==> src/rtl/mux_seq_pkg.sv <==
`default_nettype none
// +----------------------------------------------------------------------+
// | mux_seq_pkg : shared types and constants for mux_sel_sequencer        |
// | Rev 1.0                                                               |
// +----------------------------------------------------------------------+
package mux_seq_pkg;

   typedef enum logic [1:0] {
      IDLE   = 2'd0,
      SETTLE = 2'd1,
      HOLD   = 2'd2
   } state_t;

   localparam int NUM_CH  = 4;
   localparam int SEL_W   = 2;
   localparam int DWELL_W = 8;

   function automatic logic is_last_ch(input logic [SEL_W-1:0] ch);
      return ch == SEL_W'(NUM_CH - 1);
   endfunction

endpackage
`default_nettype wire

==> src/rtl/dwell_timer.sv <==
`default_nettype none
// +----------------------------------------------------------------------+
// | dwell_timer : clear/increment settle counter, terminal at DWELL-1     |
// | Rev 1.0                                                               |
// +----------------------------------------------------------------------+
module dwell_timer
   import mux_seq_pkg::*;
#(
   parameter int DWELL = 2
) (
   input  logic clk,
   input  logic rst,
   input  logic i_clr,
   input  logic i_en,
   output logic o_term
);

   localparam logic [DWELL_W-1:0] c_TERM = DWELL_W'(DWELL - 1);

   logic [DWELL_W-1:0] r_cnt;
   logic               w_term;

   assign w_term = (r_cnt == c_TERM);
   assign o_term = w_term;

   // Wraps to zero on its own at terminal so the next channel starts fresh.
   always_ff @(posedge clk or posedge rst) begin
      if (rst) begin
         r_cnt <= '0;
      end else if (i_clr || (i_en && w_term)) begin
         r_cnt <= '0;
      end else if (i_en) begin
         r_cnt <= r_cnt + 1'b1;
      end
   end

endmodule
`default_nettype wire

==> src/rtl/mux_sel_sequencer.sv <==
`default_nettype none
// +----------------------------------------------------------------------+
// | mux_sel_sequencer : scans a 4:1 mux select and assembles a 4-bit frame|
// | Rev 1.0                                                               |
// +----------------------------------------------------------------------+
module mux_sel_sequencer
   import mux_seq_pkg::*;
#(
   parameter int DWELL = 2
) (
   input  logic                clk,
   input  logic                rst,
   input  logic                start,
   input  logic                cont,
   input  logic                y_in,
   input  logic                out_ready,
   output logic                s1,
   output logic                s2,
   output logic [NUM_CH-1:0]   out_data,
   output logic                out_valid,
   output logic                busy
);

   state_t              r_state;
   logic [SEL_W-1:0]    r_ch;
   logic [NUM_CH-1:0]   r_shadow;
   logic [NUM_CH-1:0]   r_out_data;
   logic                r_out_valid;
   logic                r_busy;

   logic                w_term;
   logic                w_in_settle;
   logic [NUM_CH-1:0]   w_shadow_nxt;

   assign w_in_settle = (r_state == SETTLE);

   dwell_timer #(
      .DWELL (DWELL)
   ) u_dwell_timer (
      .clk    (clk),
      .rst    (rst),
      .i_clr  (!w_in_settle),
      .i_en   (w_in_settle),
      .o_term (w_term)
   );

   // Shadow including the sample taken this cycle, so the last channel
   // lands in out_data on the same edge it is captured.
   always_comb begin
      w_shadow_nxt       = r_shadow;
      w_shadow_nxt[r_ch] = y_in;
   end

   always_ff @(posedge clk or posedge rst) begin
      if (rst) begin
         r_state     <= IDLE;
         r_ch        <= '0;
         r_shadow    <= '0;
         r_out_data  <= '0;
         r_out_valid <= 1'b0;
         r_busy      <= 1'b0;
      end else begin
         case (r_state)
            IDLE: begin
               if (start) begin
                  r_state <= SETTLE;
                  r_ch    <= '0;
                  r_busy  <= 1'b1;
               end
            end

            SETTLE: begin
               if (w_term) begin
                  r_shadow <= w_shadow_nxt;
                  if (is_last_ch(r_ch)) begin
                     r_out_data  <= w_shadow_nxt;
                     r_out_valid <= 1'b1;
                     r_state     <= HOLD;
                  end else begin
                     r_ch <= r_ch + 1'b1;
                  end
               end
            end

            HOLD: begin
               if (out_ready) begin
                  r_out_valid <= 1'b0;
                  r_ch        <= '0;
                  if (cont) begin
                     r_state <= SETTLE;
                  end else begin
                     r_state <= IDLE;
                     r_busy  <= 1'b0;
                  end
               end
            end

            default: begin
               r_state     <= IDLE;
               r_ch        <= '0;
               r_out_valid <= 1'b0;
               r_busy      <= 1'b0;
            end
         endcase
      end
   end

   assign s1        = r_ch[1];
   assign s2        = r_ch[0];
   assign out_data  = r_out_data;
   assign out_valid = r_out_valid;
   assign busy      = r_busy;

endmodule
`default_nettype wire

==> config.mk <==
export PLATFORM = sky130hd
export DESIGN_NAME = mux_sel_sequencer
export DESIGN_NICKNAME = d
export VERILOG_FILES = /design/src/rtl/mux_seq_pkg.sv /design/src/rtl/dwell_timer.sv /design/src/rtl/mux_sel_sequencer.sv
export SDC_FILE = /design/constraint.sdc
export NUM_CORES = 1
export LEC_CHECK = 0
export ABC_AREA = 0
export ABC_CLOCK_PERIOD_IN_PS = 1900
export CORE_ASPECT_RATIO = 0.9
export CORE_UTILIZATION = 50
export DETAILED_ROUTE_END_ITERATION = 6
export DONT_BUFFER_PORTS = 1
export PLACE_DENSITY = 0.77
export SKIP_LAST_GASP = 1
export SLEW_MARGIN = 40
export SYNTH_ARGS = -nofsm -noshare
export SYNTH_HDL_FRONTEND = slang
export SYNTH_HIERARCHICAL = 1
export SYNTH_SLANG_ARGS = --single-unit
==> constraint.sdc <==
create_clock -name clk -period 1.9 [get_ports clk]
set_clock_uncertainty 0.1 [all_clocks]
set_input_delay 0.095 -clock clk [delete_from_list [all_inputs] [get_ports clk]]
set_output_delay 0.095 -clock clk [all_outputs]
set_load 0.01 [all_outputs]
==> impl_metrics.py <==
metrics = {
    "cells_and_area": {
        "final_area_um2": 1400,
        "nFillCells": 188,
        "area_growth_pct": 18.0,
        "insertedDiodeCount": 0,
        "utilization": 0.634,
        "drive_above_1_share": 0.216,
        "fin_nets": 152,
    },
    "sta": {
        "final_hold_viol_count": 0,
        "max_slew.worst_pin.slew_ps": 496,
        "grt_setup_unrepaired": "true",
        "holdWs_ps": 66.6,
        "fin_crit_sh": 1.01,
        "max_freq_ghz": 0.520,
        "finalCriticalPeriod_ps": 1920,
        "final.setup.worst_slack_ps": -23.0,
        "setup_viol": 1,
        "maxSlewHeadroom": 0.669,
        "drv_slew": 0,
    },
    "yosys": {
        "synthTopCellsByCount": "dfrtp_1, nand2_1, inv_1, o21ai_0, a21oi_1",
        "syn_nets": 131,
        "synth.area.top_cells": "dfrtp_1, ha_1, nand2_1",
        "ys_async_sr_fraction": 1.00,
        "synth-seq-cells": 21,
        "synth_cell_types": 32,
        "synth_largest_area_cell": "dfrtp_1",
        "ys_seq_area_frac": 0.444,
        "syn_inst": 119,
        "synth_edf_count": 0,
        "synth_warnings": 6,
        "synth_most_common_cell": "dfrtp_1",
        "postSynthAreaPerCell_um2": 9.95,
        "ys.flop_type": "dfrtp_1",
        "netlist_area_um2": 1180,
        "yosys.area.top_type_share": 0.444,
    },
    "global_route": {
        "grt_util_all_layers": 0.223,
        "antenna_found_initial": 0,
        "grt_max_degree": 14,
        "grt_pass1_vias": 956,
        "overflow": 0,
        "grt_pass1_wl_mm": 4.00,
    },
    "detailed_routing": {
        "first_iter_violations": 25,
        "finalWirelength_mm": 2.63,
        "post_drt_via_cell_ratio": 5.83,
        "ant_nets": 0,
        "drc": 0,
        "wl_per_cell_um": 15.8,
        "first_pass_iters": 4,
        "vias": 968,
    },
    "worst_setup_path": {
        "slowest_stage": "or4b_4",
        "worst_setup_path_start_kind": "register",
        "cp_max_fo": 2,
        "ff2ff_setup_slack_ps": -20,
        "path_class": "register to register",
        "critPathRequiredTime_ps": 2020,
        "rr_worst_depth": 7,
        "endpoint_kind": "register",
        "cp_data_arrival_time_ps": 2040,
        "cp_cell_sequence": "inv_1 > ha_1 > or4b_4 > nor2_4 > nand2b_1 > a22o_1 > mux2_4",
        "r2r-start": "u_dwell_timer/r_cnt[1]",
        "max_stage_delay_ps": 480,
        "timing.rr.end": "r_ch[0]",
    },
    "run_status": {
        "violations": "setup timing",
        "status": "finished, violations left",
    },
    "clock_network": {
        "cts_buffer_depth": 2,
        "cts-root-buf": "clkbuf_4",
        "cts_max_level": 1,
        "clk_latency_ps": 320,
        "clk_pin_slew_worst_paths_ps": 130,
        "cts_buffers": 3,
        "cts_tree": "yes",
        "clock_sinks": 21,
    },
    "placement": {
        "hpwl_mm": 1.88,
        "place_ws_ps": -22.7,
        "portBuffers": 0,
        "placed_cell_area_um2": 1280,
        "gp_congestion": 0.828,
    },
    "pwr": {
        "power.leakage_nw": 0.647,
        "totalPowerFinal_mw": 1.96,
        "powerDensity_nw_per_um2": 1400,
        "peakVddDrop_v": 0.000889,
    },
    "die": {
        "initial_core_util": 0.537,
        "fp.dieH_um": 48.2,
        "die_w_um": 53.3,
        "core-area_um2": 2200,
        "dieArea_um2": 2570,
        "io_pins": 14,
        "std_cell_rows": 16,
    },
    "flow_run": {
        "maxCapViolCount": 0,
    },
    "min_path": {
        "hold_path.class": "input pin to asynchronous set/reset pin",
    },
}
metrics by stage:
step,cells,TNS (ps)
after CTS,165,-5.27
after global placement,154,0
after detailed placement,154,-58.2
after floorplan,119,-408
after global routing,166,-570
final,166,-23.0
worst max-delay path by stage:
stage,slack (ps),end,startpoint,cells past startpoint
finish,-20,r_ch[0],u_dwell_timer/r_cnt[1],7
global route,-100,r_ch[0],u_dwell_timer/r_cnt[1],7
CTS,-3,r_ch[1],u_dwell_timer/r_cnt[1],7
detailed placement,-20,out_data[0],u_dwell_timer/r_cnt[1],9
global placement,20,r_ch[0],u_dwell_timer/r_cnt[1],7
floorplan,-150,r_ch[0],u_dwell_timer/r_cnt[1],8
area by class of cell:
type	count	area [um2]	area share
sequential	21	526	0.376
inverter	9	33.8	0.0242
timing repair buffer	22	184	0.132
clock buffer	3	22.5	0.0161
tap	27	33.8	0.0242
multi-input combinational	83	592	0.424
clock inverter	1	5.00	0.00358
cell families after synthesis:
| kind of cell | Yosys count | share of synthesized area |
|---|---|---|
| and+or+nand+nor | 40 | 0.182 |
| DFF | 21 | 0.444 |
| adders and majority gates | 6 | 0.0634 |
| muxes | 7 | 0.0666 |
| buffers and inverters | 15 | 0.0666 |
| xor gates and xnor gates | 2 | 0.0148 |
| AOI/OAI and AO/OA | 28 | 0.163 |
critical path: cells and delay by family (launching register included):
family / cells / cell delay [ps]
muxes: 1 / 260
DFF: 1 / 400
AOI/OAI and AO/OA: 1 / 210
adders and majority gates: 1 / 120
and+or+nand+nor: 3 / 670
buffers and inverters: 1 / 60
flip-flops by register name, indices dropped and copies added, names as in the netlist:
signal               flops
r_ch                     2
u_dwell_timer/r_cnt      8
r_state                  2
out_data                 4
busy                     1
r_shadow                 3
out_valid                1
placed cells by master (no fill, tap or decap), types with 6 or more instances in the layout:
master | Yosys | routed
inv_1 | 9 | 9
dlygate4sd3_1 | 0 | 6
a21oi_1 | 8 | 8
nand3_1 | 6 | 6
ha_1 | 6 | 6
nand2_1 | 15 | 15
buf_4 | 1 | 15
dfrtp_1 | 21 | 21
o21ai_0 | 9 | 6
routing by layer:
metal / up-vias / global-route usage / share of wire
met5: - / 0 / 0
met4: 0 / 0.0684 / 0.0095
met3: 4 / 0.0779 / 0.039
met2: 20 / 0.410 / 0.53
met1: 487 / 0.247 / 0.42
li1: 457 / - / -
repair_timing:
action / CTS / global route
endpoints found under the setup margin: 6 / 9
hold buffers: 6 / 0
setup buffers: 1 / 1
hold endpoints to repair: 32 / 0
gates resized for setup: 1 / 4
power by group:
group	total, mW	internal (mW)	switching [mW]
sequential	0.741	0.595	0.146
combinational	0.981	0.480	0.501
clock	0.233	0.0788	0.155
total	1.96	1.15	0.802
(Power assumes the default switching activity.)
